## src/rtl/seq_nr_divider_if.sv

```systemverilog
// Start/done handshake and operand/result bundle for the sequential non-restoring divider.
interface seq_nr_divider_if #(
    parameter int N = 32
);
    logic         start;
    logic [N-1:0] dividend;
    logic [N-1:0] divisor;
    logic         busy;
    logic         done;
    logic [N-1:0] quotient;
    logic [N-1:0] remainder;
    logic         div_by_zero;

    modport master (
        output start, dividend, divisor,
        input  busy, done, quotient, remainder, div_by_zero
    );

    modport slave (
        input  start, dividend, divisor,
        output busy, done, quotient, remainder, div_by_zero
    );
endinterface

```

## src/rtl/seq_nr_divider.sv

```systemverilog
// Unsigned non-restoring divider: one quotient bit per cycle through a single shared
// ripple add/sub unit, with operand capture, final remainder correction and start/done handshake.
module n_bit_adder_sub #(
    parameter int n = 8
) (
    input  logic [n-1:0] a,
    input  logic [n-1:0] b,
    input  logic         c_in,
    output logic [n-1:0] sum,
    output logic         c_out,
    output logic         overflow
);
    always_comb begin
        logic         c;
        logic         c_msb;
        logic [n-1:0] b_x;
        b_x   = b ^ {n{c_in}};
        c     = c_in;
        c_msb = c_in;
        sum   = '0;
        for (int i = 0; i < n; i++) begin
            if (i == n - 1) c_msb = c;
            sum[i] = a[i] ^ b_x[i] ^ c;
            c      = (a[i] & b_x[i]) | (c & (a[i] ^ b_x[i]));
        end
        c_out    = c;
        overflow = c ^ c_msb;
    end
endmodule

module seq_nr_divider #(
    parameter int N = 32
) (
    input  logic            clk,
    input  logic            rst_n,
    seq_nr_divider_if.slave bus
);
    localparam int CW = $clog2(N);
    localparam logic [CW-1:0] LAST = CW'(N - 1);

    typedef enum logic [1:0] {
        IDLE = 2'd0,
        ITER = 2'd1,
        FIX  = 2'd2,
        DONE = 2'd3
    } state_t;

    state_t        state_q, state_d;
    logic [N:0]    a_q, a_d;
    logic [N-1:0]  q_q, q_d;
    logic [N:0]    m_q, m_d;
    logic [CW-1:0] count_q, count_d;
    logic [N-1:0]  quotient_q, quotient_d;
    logic [N-1:0]  remainder_q, remainder_d;
    logic          dbz_q, dbz_d;

    logic [N:0]    add_a;
    logic          add_sub;
    logic [N:0]    add_sum;
    logic          unused_c_out;
    logic          unused_overflow;

    // Single shared unit: c_in=1 subtracts M, c_in=0 adds M.
    n_bit_adder_sub #(.n(N + 1)) u_addsub (
        .a        (add_a),
        .b        (m_q),
        .c_in     (add_sub),
        .sum      (add_sum),
        .c_out    (unused_c_out),
        .overflow (unused_overflow)
    );

    always_ff @(posedge clk or negedge rst_n) begin
        if (!rst_n) begin
            state_q     <= IDLE;
            a_q         <= '0;
            q_q         <= '0;
            m_q         <= '0;
            count_q     <= '0;
            quotient_q  <= '0;
            remainder_q <= '0;
            dbz_q       <= 1'b0;
        end else begin
            state_q     <= state_d;
            a_q         <= a_d;
            q_q         <= q_d;
            m_q         <= m_d;
            count_q     <= count_d;
            quotient_q  <= quotient_d;
            remainder_q <= remainder_d;
            dbz_q       <= dbz_d;
        end
    end

    always_comb begin
        state_d     = state_q;
        a_d         = a_q;
        q_d         = q_q;
        m_d         = m_q;
        count_d     = count_q;
        quotient_d  = quotient_q;
        remainder_d = remainder_q;
        dbz_d       = dbz_q;
        add_a       = a_q;
        add_sub     = 1'b0;

        case (state_q)
            IDLE, DONE: begin
                if (bus.start) begin
                    q_d     = bus.dividend;
                    m_d     = {1'b0, bus.divisor};
                    a_d     = '0;
                    count_d = '0;
                    dbz_d   = 1'b0;
                    if (bus.divisor == '0) begin
                        quotient_d  = '1;
                        remainder_d = bus.dividend;
                        dbz_d       = 1'b1;
                        state_d     = DONE;
                    end else begin
                        state_d = ITER;
                    end
                end else if (state_q == DONE) begin
                    state_d = IDLE;
                end
            end
            ITER: begin
                // Shift {A,Q} left, then subtract M on a non-negative A or add it back on a negative one.
                add_a   = {a_q[N-1:0], q_q[N-1]};
                add_sub = ~a_q[N];
                a_d     = add_sum;
                q_d     = {q_q[N-2:0], ~add_sum[N]};
                count_d = count_q + CW'(1);
                if (count_q == LAST) state_d = FIX;
            end
            FIX: begin
                // A negative partial remainder needs one restoring add of M.
                add_sub = 1'b0;
                if (a_q[N]) a_d = add_sum;
                quotient_d  = q_q;
                remainder_d = a_q[N] ? add_sum[N-1:0] : a_q[N-1:0];
                state_d     = DONE;
            end
            default: state_d = IDLE;
        endcase
    end

    assign bus.busy        = (state_q == ITER) || (state_q == FIX);
    assign bus.done        = (state_q == DONE);
    assign bus.quotient    = quotient_q;
    assign bus.remainder   = remainder_q;
    assign bus.div_by_zero = dbz_q;
endmodule

```

## src/flat_wrapper.sv

```systemverilog
// flat-port wrapper written by rule: the top's interface ports become plain ports
module seq_nr_divider_flat 
#(
    parameter int N = 32
)
  (clk, rst_n, bus_start, bus_dividend, bus_divisor, bus_busy, bus_done, bus_quotient, bus_remainder, bus_div_by_zero);
  seq_nr_divider_if #(.N(N)) bus_i ();
  input  logic clk;
  input  logic rst_n;
  input wire logic [$bits(bus_i.start)-1:0] bus_start;
  input wire logic [$bits(bus_i.dividend)-1:0] bus_dividend;
  input wire logic [$bits(bus_i.divisor)-1:0] bus_divisor;
  output wire logic [$bits(bus_i.busy)-1:0] bus_busy;
  output wire logic [$bits(bus_i.done)-1:0] bus_done;
  output wire logic [$bits(bus_i.quotient)-1:0] bus_quotient;
  output wire logic [$bits(bus_i.remainder)-1:0] bus_remainder;
  output wire logic [$bits(bus_i.div_by_zero)-1:0] bus_div_by_zero;
  assign bus_i.start = bus_start;
  assign bus_i.dividend = bus_dividend;
  assign bus_i.divisor = bus_divisor;
  assign bus_busy = bus_i.busy;
  assign bus_done = bus_i.done;
  assign bus_quotient = bus_i.quotient;
  assign bus_remainder = bus_i.remainder;
  assign bus_div_by_zero = bus_i.div_by_zero;
  seq_nr_divider #(.N(N)) u_core (.clk(clk), .rst_n(rst_n), .bus(bus_i));
endmodule
```

## config.mk

```make
export PLATFORM = sky130hd
export DESIGN_NAME = seq_nr_divider_flat
export DESIGN_NICKNAME = d
export VERILOG_FILES = /design/src/rtl/seq_nr_divider_if.sv /design/src/rtl/seq_nr_divider.sv /design/src/flat_wrapper.sv
export SDC_FILE = /design/constraint.sdc
export NUM_CORES = 1
export LEC_CHECK = 0
export CAP_MARGIN = 20
export CORE_AREA = 4 4 152 110
export DETAILED_ROUTE_END_ITERATION = 8
export DIE_AREA = 0 0 156 114
export PLACE_DENSITY = 0.9
export SLEW_MARGIN = 20
export SYNTH_ARGS = -nofsm -noshare
export SYNTH_HDL_FRONTEND = slang
export SYNTH_SLANG_ARGS = --single-unit
export TNS_END_PERCENT = 100
```

## constraint.sdc

```tcl
create_clock -name clk -period 26.8 [get_ports clk]
set_input_delay 4.02 -clock clk [delete_from_list [all_inputs] [get_ports clk]]
set_output_delay 4.02 -clock clk [all_outputs]
set_load 0.05 [all_outputs]
```

After elaboration in Yosys (flattened, before gate mapping). Index checks and enable logic that the tools add are counted.

Equality and inequality tests: 9. Mux-type cells: 22. Bitwise logic cells: 165. Reductions and logical operators: 11. Add/subtract/negate cells: 1.

Operators by type and width (number): two-way mux 32 bit (6); one-hot mux 32 bit (2 select lines) (3); two-way mux 33 bit (3); one-hot mux 33 bit (3 select lines) (1); bitwise XOR 1 bit (66); bitwise AND 1 bit (64); bitwise XOR 32 x 33 -> 33 bit (1); logical NOT 32 bit (1); bitwise OR 1 bit (32); one-hot mux 5 bit (2 select lines) (1); two-way mux 2 bit (4); AND reduction 2 bit (4); != test 2 x 1 -> 1 bit, second input constant (3); one-hot mux 2 bit (3 select lines) (1); adder 5 x 1 -> 5 bit, second input constant (1); equality test 5 bit, second input constant (1); two-way mux 5 bit (1); equality test 2 bit, second input constant (2); nonzero test 2 bit (2); != test 3 bit, second input constant (1); AND reduction 3 bit (1); equality test 2 x 1 -> 1 bit, second input constant (1); logical NOT 2 bit (1); two-way mux 1 bit (2); 4 further kinds (5).

Output and inout port bits: 67. Bits in registers: 169. Bits of input ports: 67.

Longest topological paths before layout.
Depth after elaboration: 71. Depth in mapped cells: 44. Mapped depth without buffers: 41.

Hierarchy. Synthesis repeated with hierarchy kept, for this count alone.

Cells, all modules: 811. Area total of the unflattened synthesis: 9351.5 µm².

By module, submodules not included: seq_nr_divider (times used 1, cells an instance 677, area an instance 8102.8 µm²); n_bit_adder_sub (times used 1, cells an instance 134, area an instance 1248.7 µm²).

Worst setup path before layout. No wires, ideal clock.

Kind: register to register. Start: reg u_core.state_q[1]. End: reg u_core.remainder_q[31], in the netlist u_core.bus.remainder[31]. Slack: 12.865 ns. Required time: 26.733 ns. Library setup time: 0.067 ns. Stages on the path, launching flop included: 42. Clock period less this slack: 13.935 ns. Data arrival time: 13.868 ns. Cell sequence: dfrtp_1 -> inv_1 -> ha_1 -> clkbuf_1 -> clkbuf_1 -> clkbuf_1 -> mux2_2 -> fa_1 -> fa_1 -> fa_1 -> fa_1 -> fa_1 -> fa_1 -> fa_1 -> fa_1 -> fa_1 -> fa_1 -> fa_1 -> [... 6 more ...] -> fa_1 -> fa_1 -> fa_1 -> fa_1 -> fa_1 -> fa_1 -> fa_1 -> fa_1 -> fa_1 -> fa_1 -> fa_1 -> fa_1 -> inv_1 -> fa_1 -> fa_1 -> a21oi_1 -> mux2_2 -> mux2_2.

Word-level cells in the longest chain between the ends: 69. Elaborated cells between the ends (all ways): 140.

Ends and longest elaborated chain: start, declared (line seq_nr_divider.sv:48) `state_t state_q, state_d;`; start signal, assigned (line seq_nr_divider.sv:84) `state_q <= state_d;`; equality test 2 x 1 -> 1 bit (line seq_nr_divider.sv:107) `case (state_q)`; two-way mux 1 bit (line seq_nr_divider.sv:107); bitwise XOR 32 x 33 -> 33 bit (line seq_nr_divider.sv:17) `b_x = b ^ {n{c_in}};`; bitwise XOR 1 bit (line seq_nr_divider.sv:24) `c = (a[i] & b_x[i]) | (c & (a[i] ^ b_x[i]));`; bitwise AND 1 bit (line seq_nr_divider.sv:24); bitwise OR 1 bit (line seq_nr_divider.sv:24); bitwise AND 1 bit (line seq_nr_divider.sv:24); bitwise OR 1 bit (line seq_nr_divider.sv:24); [... 53 more ...]; bitwise OR 1 bit (line seq_nr_divider.sv:24); bitwise AND 1 bit (line seq_nr_divider.sv:24); bitwise OR 1 bit (line seq_nr_divider.sv:24); bitwise AND 1 bit (line seq_nr_divider.sv:24); bitwise OR 1 bit (line seq_nr_divider.sv:24); bitwise XOR 1 bit (line seq_nr_divider.sv:23) `sum[i] = a[i] ^ b_x[i] ^ c;`; two-way mux 32 bit (line seq_nr_divider.sv:141) `remainder_d = a_q[N] ? add_sum[N-1:0] : a_q[N-1:0];`; one-hot mux 32 bit (2 select lines) (line seq_nr_divider.sv:107); end signal, assigned (line seq_nr_divider.sv:90) `remainder_q <= remainder_d;`; end, declared (line seq_nr_divider.sv:54) `logic [N-1:0] remainder_q, remainder_d;`.

Parallel ways exist; a longest one is shown, timed or not. A chain may end at the register's enable or synchronous reset.

Final worst setup path.
Start: reg u_core.a_q[32]. End: reg u_core.a_q[32].

Word-level cells in the longest chain between the ends: 71. Elaborated cells between the ends (all ways): 136.

Ends and longest elaborated chain: start, declared (line seq_nr_divider.sv:49) `logic [N:0] a_q, a_d;`; start signal, assigned (line seq_nr_divider.sv:76) `a_q <= '0;`; start signal, assigned (line seq_nr_divider.sv:85) `a_q <= a_d;`; NOT 1 bit (line seq_nr_divider.sv:130) `add_sub = ~a_q[N];`; two-way mux 1 bit (line seq_nr_divider.sv:107); bitwise XOR 32 x 33 -> 33 bit (line seq_nr_divider.sv:17); bitwise XOR 1 bit (line seq_nr_divider.sv:24); bitwise AND 1 bit (line seq_nr_divider.sv:24); bitwise OR 1 bit (line seq_nr_divider.sv:24); bitwise AND 1 bit (line seq_nr_divider.sv:24); bitwise OR 1 bit (line seq_nr_divider.sv:24); [... 55 more ...]; bitwise OR 1 bit (line seq_nr_divider.sv:24); bitwise AND 1 bit (line seq_nr_divider.sv:24); bitwise OR 1 bit (line seq_nr_divider.sv:24); bitwise AND 1 bit (line seq_nr_divider.sv:24); bitwise OR 1 bit (line seq_nr_divider.sv:24); bitwise XOR 1 bit (line seq_nr_divider.sv:23); two-way mux 33 bit (line seq_nr_divider.sv:139) `if (a_q[N]) a_d = add_sum;`; one-hot mux 33 bit (3 select lines) (*) (line seq_nr_divider.sv:107).

Mark *: on every way between the ends. The rest lies on a longest branch, timed or not. The select of a mux whose other input is x is not followed.

==> summary.md <==
| Metric | Value |
|---|---|
| Max cap viols | `0` |
| Vias in the first global route | `6283` |
| Slew Limit Headroom | `26.9%` |
| Syn nets | `818` |
| Clk sinks | `169` |
| Clock slew at reported path FFs | `0.07 ns` |
| CP peak stage delay | `1.07 ns` |
| Sequential Area | `4230 sq um` |
| Post-synth top cells | `169 x dfrtp_1, 68 x mux2_2, 64 x mux2i_1` |
| Worst-margin pin slew | `1.10 ns` |
| Startpoint class of the critical path | `register` |
| Final period util | `56.3%` |
| Kind of end point of the critical path | `register` |
| Number of detailed-route iterations in the first pass | `5` |
| FP Rows | `38` |
| Chip width | `156 microns` |
| Wirelength, routed | `20800 microns` |
| GR Overflow Total | `0` |
| GP Congestion | `0.866` |
| Synth Area in XOR/XNOR | `3.37%` |
| Clock latency on the worst-skew pair | `0.43 ns` |
| Count leader, synth | `dfrtp_1` |
| Top cell type's share of synthesized area | `47.9%` |
| Largest net degree at the start of global routing | `109` |
| H-tree Lvls | `4` |
| First-pass GRT wire length | `33800 microns` |
| Die area | `17800 sq um` |
| Fill cells | `1027` |
| Post_cts resized | `0` |
| WHS Path Cells | `1` |
| Fraction of registers with async set/reset | `100%` |
| Fin nets | `925` |
| Avg WL per Cell | `20.1 microns` |
| Cell Area, Placed | `10200 sq um` |
| DRT iter0 DRCs | `420` |
| Unique masters post-synth | `42` |
| Hold_buf cts | `0` |
| Multiplexer area fraction after synthesis | `20.7%` |
| Fin area | `10800 sq um` |
| Clock tree root buffer cell | `clkbuf_16` |
| Core area | `15300 sq um` |
| Layout area overhead | `22.6%` |
| Antenna violations before repair | `0` |
| Routed vias/inst | `5.87` |
| Synth Area in Simple Gates | `5.26%` |
| Sequential area share after synthesis | `47.9%` |
| Crit Path Class | `reg2reg` |
| Final antenna-violating net count | `0` |
| Syn Area/Cell | `12.3 sq um` |
| Slowest-stage cell, CP | `dfrtp_2` |
| WP data required | `27.10 ns` |
| Top fanout value on the critical path | `41` |
| Number of port buffers | `133` |
| Status | `finished, final reports clean` |
| Top-Level Pins | `134` |
| CTS tree | `done` |
| Most frequent CP cell | `fa_1` |
| Main flop type after synthesis | `dfrtp_1` |
| DRC viols | `0` |
| Tmin final | `15.08 ns` |
| Ant diodes | `0` |
| CTS max path bufs | `2` |
| Post-synthesis cell count | `715` |
| Worst Skew | `0.0112 ns` |
| Area of the multi-input gates | `4350 sq um` |
| Post-synth EDFFs | `0` |
| Post-CTS Setup Inserts | `0` |
| GR Util All Layers | `24.1%` |
| Critical path data arrival time | `15.38 ns` |
| Slew Limit Fails | `0` |
| Top post-synthesis cells by area | `dfrtp_1 48%, mux2_2 8.7%, mux2i_1 7.3%` |
| Synthesis-stage register bit count | `169` |
| Unrepaired setup endpoints after global routing | `false` |
| Worst hold path class | `reg2reg` |
| Share of layout cells above drive strength 1 | `17.8%` |
| Post-synthesis compound-gate area fraction | `11.6%` |
| Final TNS setup | `0 ns` |
| Maximum clock frequency | `66.3 MHz` |
| Final hold vios | `0` |
| HPWL Detailed | `14200 microns` |
| Vias | `6080` |
| Synth Area in Adders | `7.74%` |
| Synth warn | `0` |
| Die Y | `114 microns` |
| Largest family of logic cells by synthesized area | `multiplexers` |
| Reg2reg path depth | `39` |
| Starting Density | `57.9%` |
| Area leader, netlist | `dfrtp_1` |
| Post-Syn Area | `8830 sq um` |
| Total CTS buffers | `17` |
| Reg-to-reg slack, setup | `11.72 ns` |
| # setup viols final | `0` |
[metal layers]
layer	share of wire (%)	vias to the layer above	GRT usage (%)
met1	45	3095	34.2
met2	48	195	39.3
met4	1.4	0	5.71
met5	0	-	0
met3	5.2	23	4.32
li1	-	2767	-
[cell type report]
type                    count  area share (%)
clock buffers              17            3.93
repair buffers            140            12.8
clock inverters            15            1.43
inverters                   8           0.277
flip-flops and latches    169            39.1
well taps                 200            2.31
multi-input cells         486            40.2
[path summary, 6_finish.rpt]
check / from / to
worst min register to register: u_core.bus.quotient[28] / u_core.bus.quotient[28]
worst min-delay path: u_core.bus.quotient[28] / u_core.bus.quotient[28]
worst max-delay path: u_core.a_q[32] / u_core.a_q[32]
min in group asynchronous: rst_n / u_core.bus.remainder[15]
max in group asynchronous: rst_n / u_core.a_q[32]
worst max register to register: u_core.a_q[32] / u_core.a_q[32]
[sequential cells by signal, summed over array words and instances (netlist names)]
register / count
u_core.bus.div_by_zero: 1
u_core.state_q: 2
u_core.bus.remainder: 32
u_core.m_q: 32
u_core.q_q: 32
u_core.bus.quotient: 32
u_core.count_q: 5
u_core.a_q: 33
[critical path, delay by kind of cell (launching register included)]
kind / cells / cell delay (ns)
compound gates: 2 / 0.22
xor+xnor: 3 / 0.60
fa+ha+maj: 31 / 11.89
buf+inv: 1 / 0.08
flops: 1 / 1.07
simple gates: 2 / 1.05
[kinds of logic (layout without fill, tap and decap cells)]
logic type                 after synthesis  count (layout)
and+or+nand+nor                        106             106
buffers and inverters                   60             180
AOI/OAI and AO/OA                      150             150
muxes                                  160             160
DFF                                    169             169
adders and majority gates               36              36
xor gates and xnor gates                34              34
[metrics by stage]
step | cells | utilization [%] | hold WS [ns] | setup slack [ns]
finish | 1035 | 70.9 | 0.508 | 11.72
global route | 1035 | 70.9 | 0.525 | 11.27
CTS | 1035 | 70.9 | 0.513 | 11.80
detailed placement | 1003 | 67.1 | 0.495 | 11.93
global placement | 1003 | 67.1 | 0.478 | 12.20
floorplan | 715 | - | 0.470 | 12.87
[cells in the final DEF (no fill, tap or decap), types with 2 or more instances in the layout]
| cell | synthesis | final |
|---|---|---|
| inv_1 | 8 | 8 |
| inv_8 | 0 | 4 |
| nor2_1 | 36 | 35 |
| mux2_4 | 28 | 28 |
| nand4_1 | 3 | 3 |
| o22a_1 | 32 | 32 |
| nor2b_1 | 2 | 2 |
| mux2i_1 | 64 | 64 |
| a22o_1 | 29 | 29 |
| xor2_1 | 3 | 3 |
| dfrtp_1 | 169 | 168 |
| inv_6 | 0 | 5 |
| nand2b_1 | 4 | 3 |
| a21oi_1 | 34 | 34 |
| nor3_1 | 3 | 3 |
| ha_1 | 5 | 3 |
| and3_1 | 2 | 2 |
| clkdlybuf4s50_1 | 0 | 132 |
| nand2_1 | 45 | 44 |
| fa_1 | 31 | 31 |
| buf_4 | 3 | 7 |
| xnor2_1 | 31 | 31 |
| clkinvlp_4 | 0 | 3 |
| a32o_1 | 3 | 3 |
| nor4_1 | 5 | 5 |
| o21ai_0 | 42 | 42 |
| mux2_2 | 68 | 68 |
| or2_2 | 2 | 2 |
| clkbuf_16 | 0 | 17 |
Power is left out: the tool's default activity adds up to more than one toggle a clock period on the data nets, which glitch-free logic cannot reach.
